==> src/rtl/buffer_sched.sv <==
`default_nettype none
// ============================================================================
// Module   : buffer_sched
// Purpose  : Two-requester scheduler feeding a DEPTH-stage 2-bit symbol delay
//            pipeline. Bounded-burst round-robin arbitration, reserved-symbol
//            (2'b01) sanitising, per-requester in-flight occupancy counters.
// Ports    : clk                    - clock, all state on rising edge
//            rst_n                  - asynchronous active-low reset
//            i_flush                - synchronous pipeline clear, no grant
//            i_req0 / i_req1        - requests
//            i_in0  / i_in1         - 2-bit symbols, valid with matching req
//            o_gnt0 / o_gnt1        - combinational grants (one-hot or zero)
//            o_out                  - tail-stage symbol
//            o_out_valid            - tail stage holds an accepted symbol
//            o_out_owner            - owner of the tail symbol
//            o_sym_err              - pulses the cycle after a reserved
//                                     symbol is accepted
//            o_inflight0/1          - valid stages owned by requester 0 / 1
// Revision : 1.0 - initial release
// ============================================================================
module buffer_sched #(
  parameter int DEPTH     = 4,
  parameter int MAX_BURST = 2
) (
  input  logic                         clk,
  input  logic                         rst_n,
  input  logic                         i_flush,
  input  logic                         i_req0,
  input  logic                         i_req1,
  input  logic [1:0]                   i_in0,
  input  logic [1:0]                   i_in1,
  output logic                         o_gnt0,
  output logic                         o_gnt1,
  output logic [1:0]                   o_out,
  output logic                         o_out_valid,
  output logic                         o_out_owner,
  output logic                         o_sym_err,
  output logic [$clog2(DEPTH+1)-1:0]   o_inflight0,
  output logic [$clog2(DEPTH+1)-1:0]   o_inflight1
);

  localparam int c_cnt_w   = $clog2(DEPTH + 1);
  localparam int c_burst_w = $clog2(MAX_BURST + 1);
  localparam logic [c_burst_w-1:0] c_max_burst = c_burst_w'(MAX_BURST);

  // Arbitration state
  logic                 r_last;
  logic [c_burst_w-1:0] r_burst;

  // Pipeline: index 0 is the head, DEPTH-1 the tail
  logic [DEPTH-1:0]       r_vld;
  logic [DEPTH-1:0]       r_own;
  logic [DEPTH-1:0][1:0]  r_dat;

  logic                 r_sym_err;
  logic [c_cnt_w-1:0]   r_inf0;
  logic [c_cnt_w-1:0]   r_inf1;

  logic       w_gnt0;
  logic       w_gnt1;
  logic       w_pick1;
  logic       w_grant;
  logic [1:0] w_sym;
  logic [1:0] w_san;
  logic       w_dec0;
  logic       w_dec1;

  // Grants depend only on requests, flush and arbitration state.
  // During contention the current owner keeps the grant only while a burst is
  // actually in progress (1..MAX_BURST-1). burst==0 exists only after reset;
  // together with last=1 it hands the first contention to requester 0.
  always_comb begin
    w_gnt0  = 1'b0;
    w_gnt1  = 1'b0;
    w_pick1 = 1'b0;
    if (!i_flush) begin
      if (i_req0 && i_req1) begin
        if ((r_burst != '0) && (r_burst < c_max_burst)) begin
          w_pick1 = r_last;
        end else begin
          w_pick1 = ~r_last;
        end
        w_gnt0 = ~w_pick1;
        w_gnt1 = w_pick1;
      end else begin
        w_gnt0 = i_req0;
        w_gnt1 = i_req1;
      end
    end
  end

  assign w_grant = w_gnt0 | w_gnt1;
  assign w_sym   = w_gnt1 ? i_in1 : i_in0;
  // Reserved 01 collapses to 00; idle head slots also carry 00.
  assign w_san   = (!w_grant || (w_sym == 2'b01)) ? 2'b00 : w_sym;

  // A valid tail symbol leaves the pipeline on every edge.
  assign w_dec0  = r_vld[DEPTH-1] & ~r_own[DEPTH-1];
  assign w_dec1  = r_vld[DEPTH-1] &  r_own[DEPTH-1];

  always_ff @(posedge clk or negedge rst_n) begin
    if (!rst_n) begin
      r_last    <= 1'b1;
      r_burst   <= '0;
      r_vld     <= '0;
      r_own     <= '0;
      r_dat     <= '0;
      r_sym_err <= 1'b0;
      r_inf0    <= '0;
      r_inf1    <= '0;
    end else begin
      // Arbitration state only moves on a grant (flush implies no grant).
      if (w_grant) begin
        if (w_gnt1 == r_last) begin
          if (r_burst < c_max_burst) begin
            r_burst <= r_burst + c_burst_w'(1);
          end
        end else begin
          r_last  <= w_gnt1;
          r_burst <= c_burst_w'(1);
        end
      end

      r_sym_err <= w_grant && (w_sym == 2'b01);

      if (i_flush) begin
        r_vld  <= '0;
        r_own  <= '0;
        r_dat  <= '0;
        r_inf0 <= '0;
        r_inf1 <= '0;
      end else begin
        for (int i = DEPTH - 1; i > 0; i--) begin
          r_vld[i] <= r_vld[i-1];
          r_own[i] <= r_own[i-1];
          r_dat[i] <= r_dat[i-1];
        end
        r_vld[0] <= w_grant;
        r_own[0] <= w_gnt1;
        r_dat[0] <= w_san;

        if (w_gnt0 && !w_dec0) begin
          r_inf0 <= r_inf0 + c_cnt_w'(1);
        end else if (!w_gnt0 && w_dec0) begin
          r_inf0 <= r_inf0 - c_cnt_w'(1);
        end

        if (w_gnt1 && !w_dec1) begin
          r_inf1 <= r_inf1 + c_cnt_w'(1);
        end else if (!w_gnt1 && w_dec1) begin
          r_inf1 <= r_inf1 - c_cnt_w'(1);
        end
      end
    end
  end

  assign o_gnt0      = w_gnt0;
  assign o_gnt1      = w_gnt1;
  assign o_out       = r_dat[DEPTH-1];
  assign o_out_valid = r_vld[DEPTH-1];
  assign o_out_owner = r_own[DEPTH-1];
  assign o_sym_err   = r_sym_err;
  assign o_inflight0 = r_inf0;
  assign o_inflight1 = r_inf1;

endmodule
`default_nettype wire

==> config.mk <==
export PLATFORM = sky130hd
export DESIGN_NAME = buffer_sched
export DESIGN_NICKNAME = d
export VERILOG_FILES = /design/src/rtl/buffer_sched.sv
export SDC_FILE = /design/constraint.sdc
export NUM_CORES = 1
export LEC_CHECK = 0
export CAP_MARGIN = 20
export CORE_MARGIN = 4
export CORE_UTILIZATION = 46
export DETAILED_ROUTE_END_ITERATION = 8
export PLACE_DENSITY_LB_ADDON = 0.1
export SYNTH_ARGS = -nofsm -noshare
export SYNTH_HDL_FRONTEND = slang
export SYNTH_SLANG_ARGS = --single-unit
==> constraint.sdc <==
create_clock -name clk -period 2.14 [get_ports clk]
set_input_delay 0.428 -clock clk [delete_from_list [all_inputs] [get_ports clk]]
set_output_delay 0.428 -clock clk [all_outputs]
set_load 0.005 [all_outputs]
### Yosys cells after proc, flatten, opt, wreduce, memory -nomap -nowiden

Cells that the tools add are included.

* register bits after elaboration: 26
* bits of input ports: 9
* logic and storage cells: 65

* add/subtract/negate cells: 5
* order comparisons: 1
* eq/ne operators: 3
* muxes and demuxes: 20
* bitwise gates (word level): 7
* reductions and logical operators: 18

Operator list (number)
* 3-bit two-way mux: 6
* 2-bit two-way mux: 4
* 4-bit two-way mux: 2
* 8-bit two-way mux: 1
* 1-bit logical AND: 7
* 1-bit two-way mux: 7
* 3-bit by 1-bit adder with 3-bit output (second input constant): 2
* 3-bit nonzero test: 2
* 3-bit by 1-bit subtractor with 3-bit output (second input constant): 2
* 1-bit zero test: 5
* 1-bit NOT: 4
* 2-bit AND reduction: 2
* 2-bit by 1-bit adder with 2-bit output (second input constant): 1
* 1-bit bitwise AND: 2
* 2-bit by 1-bit equality test with 1-bit output (second input constant): 1
* 2-bit < comparator (second input constant): 1
* 2-bit by 1-bit inequality test with 1-bit output (second input constant): 1
* 2-bit nonzero test: 1
* 1-bit equality test: 1
* 1-bit logical OR: 1
* 1-bit OR: 1

### Depth between registers and ports, before layout

Gate-level depths: netlist (run 1).

* depth in word-level cells: 13
* gate-level depth with buffers: 9

### Worst setup path after synthesis (run 1)

Ideal clock, no wire load.

* path type: register to register
* start point: register r_burst[0]
* end point: register r_inf0[2] (netlist: o_inflight0[2])
* data arrival time: 2.239 ns
* data required time: 2.015 ns
* path slack: -0.223 ns
* stages on the path, launching flop included: 9
* period minus slack after synthesis: 2.363 ns
* cells stage by stage: dfrtp_1 -> ha_1 -> xnor2_1 -> a211oi_1 -> nor2b_1 -> fa_1 -> and2_1 -> mux2i_1 -> mux2_2

* longest elaborated chain between the ends: 11
* elaborated cells between the ends (all ways): 15
* classes of those cells: order compare (1); mux (7); bitwise (1); reduce/logical (6)

Ends and longest elaborated chain
* start, declared: line 48 `logic [c_burst_w-1:0] r_burst;`
* start signal, assigned: line 116 `r_burst <= r_burst + c_burst_w'(1);`
* start signal, assigned: line 120 `r_burst <= c_burst_w'(1);`
* 2-bit < comparator / 2-bit nonzero test (equally long branches): line 78 `if ((r_burst != '0) && (r_burst < c_max_burst)) begin`
* 1-bit logical AND (*): line 78
* 1-bit two-way mux (*): line 78
* 1-bit two-way mux (*): line 77 `if (i_req0 && i_req1) begin`
* 1-bit two-way mux (*): line 76 `if (!i_flush) begin`
* 1-bit NOT (*): line 83 `w_gnt0 = ~w_pick1;`
* 1-bit two-way mux (*): line 77
* 1-bit two-way mux (*): line 76
* net o_gnt0: line 32 `output logic o_gnt0,`
* 1-bit logical AND / 1-bit zero test (equally long branches): line 142, 144
* 3-bit two-way mux / 1-bit logical AND (equally long branches): line 142, 144
* 3-bit two-way mux / 3-bit nonzero test (equally long branches)
* end signal, assigned: line 143 `r_inf0 <= r_inf0 + c_cnt_w'(1);`
* end signal, assigned: line 145 `r_inf0 <= r_inf0 - c_cnt_w'(1);`
* end, declared: line 56 `logic [c_cnt_w-1:0] r_inf0;`

The timed path passes the listed nets; every way through them passes the cells marked *. The select of a mux whose other input is x is not followed.
A chain may end at the register's enable or synchronous reset.

### Final worst setup path (run 1)

* start point: register r_burst[0]
* end point: register r_inf0[2] (netlist: o_inflight0[2])

* longest elaborated chain between the ends: 11
* elaborated cells between the ends (all ways): 15
* classes of those cells: order compare (1); mux (7); bitwise (1); reduce/logical (6)

Ends and longest elaborated chain (line)
* 2-bit < comparator / 2-bit nonzero test (equally long branches): 78
* 1-bit logical AND (*): 78
* 1-bit two-way mux (*): 78
* 1-bit two-way mux (*): 77
* 1-bit two-way mux (*): 76
* 1-bit NOT (*): 83
* 1-bit two-way mux (*): 77
* 1-bit two-way mux (*): 76
* 1-bit logical AND / 1-bit zero test (equally long branches): 142, 144
* 3-bit two-way mux / 1-bit logical AND (equally long branches): 142, 144
* 3-bit two-way mux / 3-bit nonzero test (equally long branches)

Mark *: on every way between the ends. The rest lies on a longest branch, timed or not. The select of a mux whose other input is x is not followed.

==> flow_metrics.env, run 1 <==
export IMPL_numCtsBuffers=3
export IMPL_fill_cells=202
export IMPL_worstPathRequired_ns=2.37
export IMPL_cp_end_kind="register"
export IMPL_grt_max_degree=27
export IMPL_ys_flop_type="dfrtp_1"
export IMPL_grt_usage=0.1405
export IMPL_clkTransAtPathRegs_ns=0.14
export IMPL_fin_worst_skew_ns=0.002349
export IMPL_cap_viol_max_count=0
export IMPL_met2_usage=0.2160
export IMPL_wl_mm=2.222
export IMPL_synthCells=117
export IMPL_die_area_mm2=0.003606
export IMPL_initial_core_util=0.4940
export IMPL_antenna_cells=0
export IMPL_setup_viol=0
export IMPL_drc=0
export IMPL_place_hpwl_mm=1.672
export IMPL_p_leak_nw=0.7975
export IMPL_max_freq_mhz=467.7
export IMPL_synthArstFlopShare=1.000
export IMPL_ys_seq_elements=26
export IMPL_tritoncts="done"
export IMPL_grt_overflow_total=0
export IMPL_use_met1=0.1936
export IMPL_grt_antenna_before_repair=0
export IMPL_vias=911
export IMPL_post_drt_via_cell_ratio=4.951
export IMPL_cp_data_arrival_time_ns=2.36
export IMPL_worstSkewPairLatency_ns=0.32
export IMPL_seq_area_frac_synth=0.5231
export IMPL_detail_route_antenna_nets=0
export IMPL_setup_tns_ns=0
export IMPL_wl_per_cell_um=12.08
export IMPL_synth_cell_type_count=32
export IMPL_design_core_area_mm2=0.002522
export IMPL_drv_slew=0
export IMPL_port_buffers=21
export IMPL_hold_buffers=0
export IMPL_status="completed"
export IMPL_ir_worst_vdd_v=0.0008982
export IMPL_grt_busiest_layer="met2"
export IMPL_ios=22
export IMPL_synth_net_count=129
export IMPL_synth_edf_count=0
export IMPL_worstMarginPinSlew_ns=0.3222
export IMPL_cts_sinks=26
export IMPL_synth_warning_count=0
export IMPL_rsz0062_at_grt="true"
export IMPL_drtIter0Drc=10
export IMPL_post_place_ws_ns=-0.2602
export IMPL_rows=18
export IMPL_timing_final_crit_share=0.9991
export IMPL_grt_pass1_vias=844
export IMPL_htreeDepth=1
export IMPL_drive_above_1_share=0.2987
export IMPL_slew_limit_headroom=0.7852
export IMPL_area_growth_pct=39.06
export IMPL_powerDensity_mw_per_mm2=1009
export IMPL_hold_viol=0
export IMPL_die_width_um=60.05
export IMPL_worst_slack_ns=0.001934
export IMPL_grt_pass1_wl_mm=3.746
export IMPL_path_class="reg2reg"
export IMPL_cts_root_buf="clkbuf_4"
export IMPL_netlist_area_mm2=0.001246
export IMPL_use_met3=0.02160
export IMPL_dr_pass1_iters=4
export IMPL_die_h_um=60.05
export IMPL_hold_path_class="in2async"
export IMPL_clk_path_buf_depth=2
export IMPL_gp_congestion=0.7656
export IMPL_nets=167
export IMPL_cp_start_kind="register"
export IMPL_synth_area_per_cell_um2=10.65
export IMPL_cp_max_fo=2
export IMPL_post_route_min_period_ns=2.138
export IMPL_r2r_slack_ns=0.002
layout make-up:
type | count | area (um2) | area share
Clock buffer | 3 | 22.52 | 0.01300
Tap cell | 30 | 37.54 | 0.02166
Inverter | 8 | 30.03 | 0.01733
Clock inverter | 1 | 30.03 | 0.01733
Sequential cell | 26 | 651.9 | 0.3762
Timing Repair Buffer | 40 | 352.8 | 0.2036
Multi-Input combinational cell | 76 | 608.1 | 0.3509
flip-flops by register name (all words and copies together) (netlist names):
name	cells
r_last	1
r_vld	4
r_dat	6
o_inflight1	3
r_burst	2
o_inflight0	3
r_own	4
o_out	2
o_sym_err	1
worst max-delay path: stages (launching register included):
cell and delay, ns:
dfrtp_1 0.43, ha_4 0.19, xnor2_4 0.16, buf_6 0.13, a211oi_4 0.05, nor2b_4 0.14
fa_2 0.34, and2_4 0.14, mux2i_1 0.13, mux2_2 0.34
layout by cell type, fill, tap and decap left out, types with 3 or more instances in the layout:
| master | count |
|---|---|
| nand3_1 | 3 |
| dfrtp_1 | 25 |
| nor2_1 | 11 |
| clkbuf_4 | 3 |
| a21oi_1 | 4 |
| mux2i_1 | 4 |
| o21ai_0 | 3 |
| inv_1 | 6 |
| clkdlybuf4s50_1 | 18 |
| nand2_1 | 3 |
| buf_4 | 19 |
| mux2_2 | 3 |
| xnor2_1 | 4 |
| nor2b_1 | 14 |
kinds of logic after synthesis:
group                      after synthesis  synth area share
adders and majority gates                3           0.04217
buffers and inverters                   15           0.05221
DFF                                     26            0.5231
AOI/OAI and AO/OA                       14           0.07431
muxes                                    9           0.07630
and+or+nand+nor                         45            0.1968
xor gates and xnor gates                 5           0.03514
cells in the mapped netlist, types with 3 or more instances:
| cell type | n | area share |
|---|---|---|
| dfrtp_1 | 25 | 0.50 |
| nor2b_1 | 16 | 0.080 |
| nor2_1 | 11 | 0.033 |
| inv_1 | 7 | 0.021 |
| mux2i_1 | 5 | 0.040 |
| xnor2_1 | 5 | 0.035 |
| a21oi_1 | 4 | 0.016 |
| mux2_2 | 4 | 0.036 |
| and3_1 | 3 | 0.015 |
| nand2_1 | 3 | 0.0090 |
| nand3_1 | 3 | 0.012 |
| o21ai_0 | 3 | 0.012 |
stage by stage:
stage | utilization | instances | cell area (um2) | hold WS (ns) | total power, mW
6_report | 0.6870 | 184 | 1733 | 0.4547 | 1.748
5_1_grt | 0.6870 | 184 | 1733 | 0.4743 | 1.877
4_1_cts | 0.6746 | 184 | 1702 | 0.4515 | 1.743
3_5_place_dp | 0.6414 | 177 | 1618 | 0.4488 | 1.320
3_3_place_gp | 0.6414 | 177 | 1618 | 0.4432 | 1.292
2_1_floorplan | - | 117 | 1285 | 0.1324 | 1.054
what timing repair did:
item                                    in CTS  in global routing
endpoints found under the setup margin       4                  5
resized for setup                            8                  8
endpoints found under the hold margin        0                  0
pin swaps                                    3                  1
setup buffers                                3                  0
where the power goes:
| group | total [mW] | internal, mW | switching [mW] |
|---|---|---|---|
| logic | 0.780 | 0.471 | 0.309 |
| registers | 0.629 | 0.573 | 0.0566 |
| clock network | 0.338 | 0.189 | 0.149 |
per-layer routing:
| layer | routed length, um | vias to the layer above |
|---|---|---|
| met5 | 0 | - |
| met4 | 34 | 0 |
| met3 | 97 | 4 |
| met2 | 1076 | 17 |
| met1 | 1013 | 439 |
| li1 | - | 451 |
worst paths after layout:
check / start / endpoint / depth (start not counted)
worst min register to register: r_vld[2] / r_vld[3] / 1
worst max register to register: r_burst[0] / o_inflight0[2] / 9
worst max-delay path: r_burst[0] / o_inflight0[2] / 9
worst min-delay path: rst_n / o_out[0] / 2
min in group clk: r_vld[2] / r_vld[3] / 1
max in group asynchronous: rst_n / r_last / 2
Power figures use the tool's default switching activity.
==> run 2: changes to the inputs <==
CORE_MARGIN = unset   (was 4)
==> run 2 against run 1 <==
  * Core utilization down 0.69 points
  * First-iteration DRC count up 30%
  * Non-clock buffer count up 2
  * Sequential cell count unchanged
  * The flow now finishes with violations (setup timing)
  * Critical path depth unchanged
  * Power down 3.7%
==> flow_metrics.env, run 2 (synthesized netlist as in run 1, its figures left out) <==
export IMPL_fin_worst_skew_ns=0.01069
export IMPL_largest_reg_flops=6
export IMPL_placedInstanceArea_mm2=0.001618
export IMPL_rsz0062_at_grt="true"
export IMPL_reg2reg_to="o_inflight0[2]"
export IMPL_layout_commonest_cell="dfrtp_1"
export IMPL_dr_pass1_iters=4
export IMPL_tritoncts="done"
export IMPL_path_class="reg2reg"
export IMPL_cap_viol_max_count=0
export IMPL_hold_buffers=0
export IMPL_powerDensity_mw_per_mm2=981.6
export IMPL_power_share_clock=0.149
export IMPL_p_int_mw=1.168
export IMPL_port_buffers=21
export IMPL_setup_tns_ns=-0.01396
export IMPL_cts_sinks=26
export IMPL_worstSkewPairLatency_ns=0.34
export IMPL_grt_pass1_wl_mm=3.512
export IMPL_ir_worst_vdd_v=0.001015
export IMPL_initial_core_util=0.4940
export IMPL_grt_overflow_total=0
export IMPL_rows=18
export IMPL_timing_final_crit_share=1.007
export IMPL_r2r_start="r_burst[0]"
export IMPL_design_core_area_mm2=0.002522
export IMPL_htreeDepth=1
export IMPL_fill_cells=211
export IMPL_cp_max_fo=2
export IMPL_area_growth_pct=37.65
export IMPL_die_area_mm2=0.002921
export IMPL_swShare=0.3063
export IMPL_p_comb_frac=0.478
export IMPL_top_regs="r_dat: 6 flops, r_own: 4 flops, r_vld: 4 flops"
export IMPL_drive_above_1_share=0.2885
export IMPL_worstMarginPinSlew_ns=0.3198
export IMPL_clk_path_buf_depth=2
export IMPL_max_freq_mhz=464.3
export IMPL_numCtsBuffers=3
export IMPL_grt_pass1_vias=836
export IMPL_regMostFlops="r_dat"
export IMPL_setup_viol=1
export IMPL_rr_worst_depth=9
export IMPL_hold_viol=0
export IMPL_grt_usage=0.1806
export IMPL_layout_common_cells="25 x dfrtp_1, 20 x buf_4, 18 x clkdlybuf4s50_1"
export IMPL_drv_slew=0
export IMPL_clkTransAtPathRegs_ns=0.14
export IMPL_vias=910
export IMPL_post_drt_via_cell_ratio=4.892
export IMPL_fin_area_mm2=0.001715
export IMPL_cts_root_buf="clkbuf_4"
export IMPL_die_h_um=54.05
export IMPL_post_route_min_period_ns=2.154
export IMPL_status="finished, violations left"
export IMPL_place_hpwl_mm=1.604
export IMPL_cp_data_arrival_time_ns=2.40
export IMPL_r2r_slack_ns=-0.01
export IMPL_nets=169
export IMPL_switchingPower_mw=0.5158
export IMPL_grt_antenna_before_repair=0
export IMPL_gp_congestion=0.7713
export IMPL_hold_slack_ns=0.4428
export IMPL_antenna_cells=0
export IMPL_die_width_um=54.05
export IMPL_p_leak_nw=0.7982
export IMPL_cp_end_kind="register"
export IMPL_hold_path_class="in2async"
export IMPL_failed_checks="setup timing"
export IMPL_wl_per_cell_um=11.76
export IMPL_ios=22
export IMPL_slew_limit_headroom=0.7868
export IMPL_seqPwrFrac=0.373
export IMPL_drtIter0Drc=13
export IMPL_worst_slack_ns=-0.01396
export IMPL_grt_max_degree=27
export IMPL_worstPathRequired_ns=2.38
export IMPL_wl_mm=2.188
export IMPL_detail_route_antenna_nets=0
export IMPL_cp_start_kind="register"
export IMPL_drc=0
==> run 2: worst max path at each step <==
stage          slack [ns]       start              to
6_report            -0.01  r_burst[0]  o_inflight0[2]
5_1_grt             -0.12  r_burst[0]  o_inflight0[2]
4_1_cts             -0.02  r_burst[0]  o_inflight0[2]
3_5_place_dp        -0.25      i_req1  o_inflight1[2]
3_3_place_gp        -0.21      i_req1          o_gnt1
2_1_floorplan      0.0007  r_burst[0]  o_inflight0[2]
==> run 2: layout make-up <==
class                           instances  area [um2]  share of cell area
Clock buffer                            4       36.28             0.02115
Inverter                                8       30.03             0.01751
Multi-Input combinational cell         76       588.1              0.3428
Sequential cell                        26       651.9              0.3800
Tap cell                               30       37.54             0.02188
Timing Repair Buffer                   42       371.6              0.2166
==> run 2: power by group through the flow <==
stage	Sequential, mW	Combinational, mW	Clock, mW
floorplan	0.641	0.413	0
global placement	0.635	0.654	0
detailed placement	0.638	0.686	0
CTS	0.630	0.766	0.269
global route	0.640	0.890	0.283
finish	0.629	0.805	0.250
==> run 2: metal layers <==
metal | vias to the layer above | track usage | part of all wire | wire, um
met5 | - | 0 | 0 | 0
met4 | 0 | 0.1026 | 0.027 | 59
met3 | 5 | 0.05085 | 0.046 | 100
met2 | 20 | 0.2860 | 0.48 | 1053
met1 | 430 | 0.2194 | 0.45 | 974
li1 | 455 | - | - | -
==> run 2: timing repair <==
action,in CTS,in global routing
setup endpoints to repair,4,5
buffers inserted,3,2
pin swaps,4,0
gates resized for setup,8,4
==> run 2: per-stage QoR <==
| stage | power (mW) | std cells | worst slack (ns) | utilization |
|---|---|---|---|---|
| after floorplan | 1.054 | 117 | 0.0007359 | - |
| after global placement | 1.290 | 177 | -0.2125 | 0.6414 |
| after detailed placement | 1.324 | 177 | -0.2501 | 0.6414 |
| after CTS | 1.665 | 184 | -0.02134 | 0.6682 |
| after global routing | 1.812 | 186 | -0.1176 | 0.6801 |
| final | 1.684 | 186 | -0.01396 | 0.6801 |
==> run 2: worst max-delay path, cell delays in order, from the launching register on <==
cell and delay (ns):
dfrtp_1 0.43, ha_4 0.19, xnor2_4 0.15, buf_6 0.13, a211oi_4 0.05, nor2b_1 0.15
fa_2 0.33, and2_1 0.14, mux2i_1 0.13, mux2_2 0.34
